### src/rtl/timing_gen_mv.sv
// Multi-voice slot sweeper: {voice, envelope} index with registered frame markers; build with
// TIMING_GEN_MV_PREWRAP_EN to enable the pre_wrap early-warning pulse (otherwise tied low).
module timing_gen_mv #(
    parameter int VOICES   = 8,
    parameter int V_ENVS   = 8,
    parameter int V_WIDTH  = 3,
    parameter int E_WIDTH  = 3,
    parameter int PRE_WRAP = 2
) (
    input  logic                       sCLK_XVXENVS,
    input  logic                       reset_reg,
    input  logic                       run,
    input  logic [V_WIDTH:0]           active_voices,
    output logic [V_WIDTH+E_WIDTH-1:0] xxxx,
    output logic [V_WIDTH-1:0]         vidx,
    output logic [E_WIDTH-1:0]         eidx,
    output logic                       frame_start,
    output logic                       frame_last,
    output logic                       pre_wrap,
    output logic [15:0]                frame_cnt
);

    localparam int NV_W  = V_WIDTH + 1;
    localparam int SLOTS = VOICES * V_ENVS;
    localparam int LW    = $clog2(SLOTS + 1);

    if (VOICES < 1 || V_ENVS < 1 || (1 << V_WIDTH) < VOICES || (1 << E_WIDTH) < V_ENVS
        || PRE_WRAP < 1 || PRE_WRAP >= SLOTS) begin : g_bad_params
        $error("timing_gen_mv: illegal parameter combination");
    end

    function automatic logic [NV_W-1:0] clamp_nv(input logic [NV_W-1:0] av);
        logic [NV_W-1:0] nv;
        nv = av;
        if (av == '0)
            nv = NV_W'(1);
        else if (av > NV_W'(VOICES))
            nv = NV_W'(VOICES);
        return nv;
    endfunction

    function automatic logic [LW-1:0] frame_len(input logic [NV_W-1:0] nv);
        return LW'(nv) * LW'(V_ENVS);
    endfunction

    logic [V_WIDTH-1:0] r_vidx;
    logic [E_WIDTH-1:0] r_eidx;
    logic [NV_W-1:0]    r_nv_act;
    logic [LW-1:0]      r_pos;
    logic               r_frame_start;
    logic               r_frame_last;
    logic [15:0]        r_frame_cnt;

    logic               w_e_last;
    logic               w_wrap;
    logic [V_WIDTH-1:0] w_vidx_nx;
    logic [E_WIDTH-1:0] w_eidx_nx;
    logic [NV_W-1:0]    w_nv_nx;
    logic [LW-1:0]      w_pos_nx;
    logic [LW-1:0]      w_len_nx;
    logic [NV_W-1:0]    w_rst_nv;
    logic [LW-1:0]      w_rst_len;

    assign w_e_last  = (r_eidx == E_WIDTH'(V_ENVS - 1));
    assign w_wrap    = w_e_last && ({1'b0, r_vidx} == (r_nv_act - NV_W'(1)));
    assign w_rst_nv  = clamp_nv(active_voices);
    assign w_rst_len = frame_len(w_rst_nv);

    // Flat position runs alongside the fields so flags work for any V_ENVS, power of two or not.
    always_comb begin
        w_vidx_nx = r_vidx;
        w_eidx_nx = r_eidx + E_WIDTH'(1);
        w_pos_nx  = r_pos + LW'(1);
        w_nv_nx   = r_nv_act;
        if (w_wrap) begin
            w_vidx_nx = '0;
            w_eidx_nx = '0;
            w_pos_nx  = '0;
            w_nv_nx   = clamp_nv(active_voices);
        end else if (w_e_last) begin
            w_eidx_nx = '0;
            w_vidx_nx = r_vidx + V_WIDTH'(1);
        end
    end

    assign w_len_nx = frame_len(w_nv_nx);

    always_ff @(posedge sCLK_XVXENVS) begin
        if (reset_reg) begin
            r_vidx        <= '0;
            r_eidx        <= '0;
            r_pos         <= '0;
            r_nv_act      <= w_rst_nv;
            r_frame_start <= 1'b1;
            r_frame_last  <= (w_rst_len == LW'(1));
            r_frame_cnt   <= '0;
        end else if (run) begin
            r_vidx        <= w_vidx_nx;
            r_eidx        <= w_eidx_nx;
            r_pos         <= w_pos_nx;
            r_nv_act      <= w_nv_nx;
            r_frame_start <= (w_pos_nx == '0);
            r_frame_last  <= (w_pos_nx == (w_len_nx - LW'(1)));
            r_frame_cnt   <= r_frame_cnt + {15'd0, w_wrap};
        end
    end

`ifdef TIMING_GEN_MV_PREWRAP_EN
    logic r_pre_wrap;
    logic w_pre_nx;

    // Frames no longer than the lead get no warning at all.
    assign w_pre_nx = (PRE_WRAP < int'(w_len_nx))
                   && (int'(w_pos_nx) == int'(w_len_nx) - 1 - PRE_WRAP);

    always_ff @(posedge sCLK_XVXENVS) begin
        if (reset_reg)
            r_pre_wrap <= 1'b0;
        else if (run)
            r_pre_wrap <= w_pre_nx;
    end

    assign pre_wrap = r_pre_wrap;
`else
    assign pre_wrap = 1'b0;
`endif

    assign xxxx        = {r_vidx, r_eidx};
    assign vidx        = r_vidx;
    assign eidx        = r_eidx;
    assign frame_start = r_frame_start;
    assign frame_last  = r_frame_last;
    assign frame_cnt   = r_frame_cnt;

endmodule
### config.mk
export PLATFORM = sky130hd
export DESIGN_NAME = timing_gen_mv
export DESIGN_NICKNAME = d
export VERILOG_FILES = /design/src/rtl/timing_gen_mv.sv
export SDC_FILE = /design/constraint.sdc
export NUM_CORES = 1
export LEC_CHECK = 0
export BUFFER_PORTS_ARGS = -buffer_cell sky130_fd_sc_hd__buf_4
export CORE_UTILIZATION = 55
export DETAILED_ROUTE_END_ITERATION = 12
export MAX_ROUTING_LAYER = met4
export PLACE_DENSITY_LB_ADDON = 0.1
export SLEW_MARGIN = 20
export SYNTH_ARGS = -nofsm -noshare
export SYNTH_HDL_FRONTEND = slang
export SYNTH_SLANG_ARGS = --single-unit
### constraint.sdc
create_clock -name sCLK_XVXENVS -period 2.8 [get_ports sCLK_XVXENVS]
set_input_delay 0.14 -clock sCLK_XVXENVS [delete_from_list [all_inputs] [get_ports sCLK_XVXENVS]]
set_output_delay 0.14 -clock sCLK_XVXENVS [all_outputs]
set_load 0.1 [all_outputs]
==> impl_metrics.tcl, run 1 <==
set metrics [dict create \
    run_status "completed" \
    dp_hpwl_mm 2.72 \
    critPathCaptureType "flop" \
    clock_tree.buffer_depth 2 \
    synthCells 230 \
    finalPower_mw 1.12 \
    clock-sinks 35 \
    power_frac_clock_pct 36.3 \
    core-area_sq_um 3440 \
    globalplace.congestion 0.782 \
    pwr-share-comb_pct 15.7 \
    synthAdderAreaFrac_pct 4.88 \
    cap_violations 0 \
    synth_seq_cells 35 \
    viasPerCell 5.45 \
    slowest_stage "edfxtp_1" \
    path_common_cell "ha_1" \
    ant_nets 0 \
    numPortBuffers 36 \
    synth_cell_types 44 \
    p_switching_mw 0.313 \
    synth_edf_count 4 \
    route.detailed.drc 0 \
    swShare_pct 27.9 \
    grt_first_pass_wirelength_mm 6.69 \
    finalCriticalPeriod_ns 2.63 \
    clk_latency_ns 0.29 \
    min_path_type "in2reg" \
    antenna_found_initial 0 \
    track_usage_pct 21.9 \
    cp-start-kind "flop" \
    cts-hold-fix-buffers 0 \
    grt.overflow.total 0 \
    cell_internal_pwr_mw 0.809 \
    timing.final.crit_share_pct 93.9 \
    die_w_um 63.1 \
    drt_iter0_markers 121 \
    clockRootBuffer "clkbuf_8" \
    finalMaxSlewViolations 0 \
    cts_tree "yes" \
    fillers 291 \
    synth_mux_area_share_pct 5.06 \
    drive_gt1_share_pct 23.8 \
    syn_to_final_growth_pct 17.1 \
    synth-compound-area-share_pct 8.54 \
    power_frac_seq_pct 48.0 \
    setup-tns-final_ns 0 \
    ys_warn_count 0 \
    fin_worst_skew_ns 0.00861 \
    path_max_fanout 7 \
    slowest_delay_ns 0.48 \
    setup_viol_count_final 0 \
    diodes 0 \
    synth_xor_area_share_pct 11.4 \
    post_dp_cell_area_sq_um 2290 \
    synth_top_family_by_area "simple AND/OR/NAND/NOR gates" \
    wl_per_cell_um 13.1 \
    syn_nets 245 \
    syn_avg_cell_area_sq_um 8.92 \
    async_flop_share_pct 0 \
    grt_pass1_vias 1487 \
    fmax_mhz 380 \
    cts_made_buffers 5 \
    path_class "reg2reg" \
    cp_cell_sequence "inv_1 > ha_1 > xor2_1 > and3_2 > nand3_4 > inv_1 > ha_1 > ha_1 > and3_1 > nand4_1 > xor2_1 > nor2_1" \
    ios 38 \
    cts_resized 0 \
    grt_max_degree 34 \
    vdd_drop_max_v 0.000397 \
    cts_max_level 2 \
    final_area_sq_um 2400 \
    total_leakage_power_nw 1.02 \
    ys_seq_area_share_pct 36.1 \
    drt_wl_total_mm 4.02 \
    cpLargestDelayFamily "simple AND/OR/NAND/NOR gates" \
    path_buf_inv 2 \
    die_h_um 63.1 \
    drtPass1Iterations 5 \
    initial_core_util_pct 59.6 \
    rows 21 \
    hold_violations 0 \
    cp_data_required_time_ns 2.96 \
    nets 275 \
    clk_pin_slew_ns 0.08 \
    yosys_most_used_dff "dfxtp_1" \
    crit_arrival_ns 2.79 \
    vias 1672 \
    design.die.area_sq_um 3980 \
    synth_simple_gate_area_share_pct 27.0 \
    syn_area_sq_um 2050 \
    power_density_nw_per_um2 467 \
]
[sequential cells by signal, summed over array words and instances (netlist names)]
name and cells:
eidx 3, r_nv_act 4, r_pos 7, vidx 3, frame_start 1, frame_cnt 16, frame_last 1
[synth_stat cells, types with 2 or more instances]
library cell | number | area [sq um]
a21oi_1 | 11 | 55.1
a31oi_1 | 4 | 25.0
and3_1 | 5 | 31.3
buf_2 | 3 | 15.0
buf_4 | 8 | 60.1
clkbuf_1 | 5 | 18.8
dfxtp_1 | 31 | 621
edfxtp_1 | 4 | 120
ha_1 | 8 | 100
inv_1 | 7 | 26.3
mux2_1 | 3 | 33.8
mux2i_1 | 7 | 70.1
nand2_1 | 13 | 48.8
nand2b_1 | 8 | 50.1
nand3_1 | 14 | 70.1
nand3b_1 | 3 | 22.5
nand4_1 | 6 | 37.5
nor2_1 | 27 | 101
nor2b_1 | 4 | 25.0
nor3_1 | 3 | 15.0
nor3b_1 | 2 | 15.0
o21ai_0 | 4 | 20.0
o21ai_1 | 2 | 10.0
or3_1 | 6 | 37.5
xnor2_1 | 10 | 87.6
xnor2_2 | 2 | 32.5
xor2_1 | 13 | 114
[final timing paths]
kind,start,endpoint,slack (ns),depth (start not counted)
setup / recovery,r_nv_act[0]$_DFFE_PP_,frame_cnt[8]$_SDFFE_PP0P_,0.17,12
hold / removal,active_voices[3],r_nv_act[3]$_DFFE_PP_,0.17,2
setup reg to reg,r_nv_act[0]$_DFFE_PP_,frame_cnt[8]$_SDFFE_PP0P_,0.17,12
hold reg to reg,frame_last$_SDFFE_PP0P_,frame_last$_SDFFE_PP0P_,0.49,2
[what timing repair did]
item                                    CTS  global route
endpoints found under the hold margin     0             0
endpoints found under the setup margin    0             1
setup buffers                             0             2
[metal layers]
metal	share of wire, %	track usage, %
met5	0	-
met4	0.80	9.88
met3	3.9	5.25
met2	48	33.7
met1	47	26.9
[kinds of logic after synthesis]
kind of cell | Yosys count
muxes | 10
other | 1
AOI/OAI and AO/OA | 27
buffers and inverters | 24
adders and majority gates | 8
and+or+nand+nor | 100
DFF | 35
xor gates and xnor gates | 25
[final cells by class]
class                   instances  area (sq um)  share of cell area (%)
multi-input cells             171          1170                    48.7
inverters                       7          26.3                    1.09
repair buffers                 40           300                    12.5
clock buffers                   8           100                    4.17
flip-flops and latches         35           747                    31.1
well taps                      46          57.6                    2.40
[through the flow]
step,worst slack [ns],util (%),hold slack [ns],cells
4_1_cts,0.157,69.4,0.156,305
3_3_place_gp,0.348,66.4,0.456,297
5_1_grt,-0.0110,69.8,0.185,307
3_5_place_dp,0.189,66.4,0.460,297
6_report,0.171,69.8,0.167,307
2_1_floorplan,0.0165,-,0.244,230
[cells in the final DEF, fill, tap and decap left out, types with 2 or more instances in the layout]
cell type	instances
mux2i_1	7
mux2_1	3
inv_1	7
nand4_1	6
o21ai_1	2
xor2_1	13
a31oi_1	4
ha_1	8
nand3_1	14
o21ai_0	4
buf_4	40
nor2b_1	4
or3_1	6
xnor2_1	10
nor3_1	3
edfxtp_1	4
nand2_1	13
xnor2_2	2
dfxtp_1	26
and3_1	5
nand2b_1	8
clkbuf_8	7
a21oi_1	11
nand3b_1	3
dfxtp_2	5
nor2_1	27
nor3b_1	2
[power groups by stage]
stage	Sequential (mW)	Clock, mW	Combinational (mW)
2_1_floorplan	0.573	0	0.126
3_3_place_gp	0.550	0	0.174
3_5_place_dp	0.551	0	0.176
4_1_cts	0.539	0.415	0.177
5_1_grt	0.541	0.440	0.189
6_report	0.539	0.407	0.176
(Power assumes the default switching activity.)
==> inputs of run 2 (changes only) <==
- clock period: 2.8 -> 2.55 ns (I/O delays scaled with it)
==> impl_metrics.tcl, run 2 (synthesis results as in run 1) <==
set metrics [dict create \
    cp_cell_sequence "inv_1 > ha_1 > xor2_2 > xnor2_2 > nand3_4 > inv_1 > ha_2 > ha_2 > nand3_1 > or3_1 > a21oi_1" \
    power_density_nw_per_um2 497 \
    finalCriticalPeriod_ns 2.43 \
    power_frac_seq_pct 48.4 \
    power_frac_clock_pct 34.2 \
    timing.final.crit_share_pct 95.1 \
    die_w_um 63.1 \
    fin_worst_skew_ns 0.00626 \
    antenna_found_initial 0 \
    min_path_type "in2reg" \
    hold_path_end "r_nv_act[3]$_DFFE_PP_" \
    clk_latency_ns 0.29 \
    cell_internal_pwr_mw 0.869 \
    clock-sinks 35 \
    cts-hold-fix-buffers 0 \
    grt_max_degree 34 \
    drt_iter0_markers 84 \
    hold_depth 2 \
    slowest_delay_ns 0.39 \
    critPathCaptureType "flop" \
    route.detailed.drc 0 \
    fmax_mhz 412 \
    globalplace.congestion 0.775 \
    initial_core_util_pct 59.6 \
    final_area_sq_um 2460 \
    drtPass1Iterations 4 \
    clk_pin_slew_ns 0.07 \
    track_usage_pct 22.4 \
    min-delay-start "active_voices[3]" \
    dp_hpwl_mm 2.77 \
    ff2ff_setup_slack_ns 0.12 \
    viasPerCell 5.35 \
    wl_per_cell_um 13.0 \
    clockRootBuffer "clkbuf_8" \
    die_h_um 63.1 \
    finalNonFillerCells 310 \
    rsz0062_at_grt "no" \
    pwr-share-comb_pct 17.5 \
    design.die.area_sq_um 3980 \
    drt_wl_total_mm 4.04 \
    vias 1660 \
    core-area_sq_um 3440 \
    finalMaxSlewViolations 0 \
    largest_reg_flops 16 \
    diodes 0 \
    drive_gt1_share_pct 27.3 \
    setup_viol_count_final 0 \
    vdd_drop_max_v 0.000272 \
    nets 278 \
    path_class "reg2reg" \
    ios 38 \
    p_switching_mw 0.352 \
    placedCellCount 297 \
    post_dp_cell_area_sq_um 2310 \
    cts_tree "yes" \
    numPortBuffers 36 \
    run_status "completed" \
    crit_arrival_ns 2.64 \
    grt.overflow.total 0 \
    slowest_stage "edfxtp_1" \
    syn_to_final_growth_pct 19.8 \
    total_leakage_power_nw 1.02 \
    rows 21 \
    cts_made_buffers 5 \
    swShare_pct 28.8 \
    cp_data_required_time_ns 2.77 \
    grt_pass1_vias 1557 \
    r2r.worst_path.cells 11 \
    mostFrequentLayoutCells "43 x buf_4, 27 x nor2_1, 25 x dfxtp_1" \
    hold_ws_ns 0.160 \
    final_common_cell "buf_4" \
    path_max_fanout 6 \
    setup-tns-final_ns 0 \
    hold_violations 0 \
    grt_first_pass_wirelength_mm 6.82 \
    cts_max_level 2 \
    rr_endpoint "frame_cnt[12]$_SDFFE_PP0P_" \
    cap_violations 0 \
    ant_nets 0 \
    fillers 286 \
    cp-start-kind "flop" \
    r2r_start "r_nv_act[0]$_DFFE_PP_" \
    clock_tree.buffer_depth 2 \
]
## run 2: changes by cell type in the layout (fill, tap and decap cells not counted), moves of 2 or more
| cell | before | now |
|---|---|---|
| dfxtp_2 | 5 | 3 |
| buf_4 | 40 | 43 |
| ha_2 | 0 | 3 |
| dfxtp_4 | 0 | 3 |
| ha_1 | 8 | 4 |
## run 2: how the worst max path moves through the flow
stage,from,end,cells after the start
final,r_nv_act[0]$_DFFE_PP_,frame_cnt[12]$_SDFFE_PP0P_,11
after global routing,r_nv_act[1]$_DFFE_PP_,frame_cnt[8]$_SDFFE_PP0P_,12
after CTS,r_nv_act[1]$_DFFE_PP_,frame_cnt[13]$_SDFFE_PP0P_,11
after detailed placement,r_nv_act[1]$_DFFE_PP_,frame_cnt[13]$_SDFFE_PP0P_,11
after global placement,r_nv_act[1]$_DFFE_PP_,frame_cnt[8]$_SDFFE_PP0P_,12
after floorplan,eidx[0]$_SDFFE_PP0P_,frame_cnt[8]$_SDFFE_PP0P_,12
## run 2: layout make-up
class / instances / area [sq um] / area share (%)
clock buffer: 7 / 86.3 / 3.51
clock inverter: 1 / 5.00 / 0.204
inverter: 7 / 26.3 / 1.07
multi-input combinational: 171 / 1200 / 49.0
sequential: 35 / 756 / 30.8
tap: 46 / 57.6 / 2.34
timing repair buffer: 43 / 323 / 13.1
## run 2: layer usage
metal,GRT usage (%),share of wire [%]
met2,37.8,49
met3,6.52,4.0
met1,25.6,46
met5,-,0
met4,6.40,1.1
## run 2: worst max-delay path: cells and delay by family, from the launching register on
| family | cells | cell delay [ns] |
|---|---|---|
| AOI/OAI and AO/OA | 1 | 0.14 |
| xor gates and xnor gates | 2 | 0.43 |
| adders and majority gates | 3 | 0.63 |
| buffers and inverters | 2 | 0.15 |
| and+or+nand+nor | 3 | 0.63 |
| DFF | 1 | 0.39 |
## run 2: what timing repair did
action / CTS / global route
buffers inserted: 0 / 5
setup endpoints to repair: 0 / 10
resized for setup: 0 / 4
## run 2: power by group through the flow
stage	logic (mW)	clock network [mW]	registers [mW]
after CTS	0.202	0.424	0.591
after global placement	0.198	0	0.603
final	0.213	0.417	0.590
after detailed placement	0.200	0	0.603
after floorplan	0.140	0	0.628
after global routing	0.228	0.456	0.592
## run 2: through the flow
step                      util (%)  power, mW  worst slack (ns)
after floorplan                  -      0.768            0.0221
after global placement        67.2      0.801             0.149
after detailed placement      67.2      0.804            0.0819
after CTS                     69.9       1.22            0.0572
after global routing          71.4       1.28           0.00560
final                         71.4       1.22             0.124
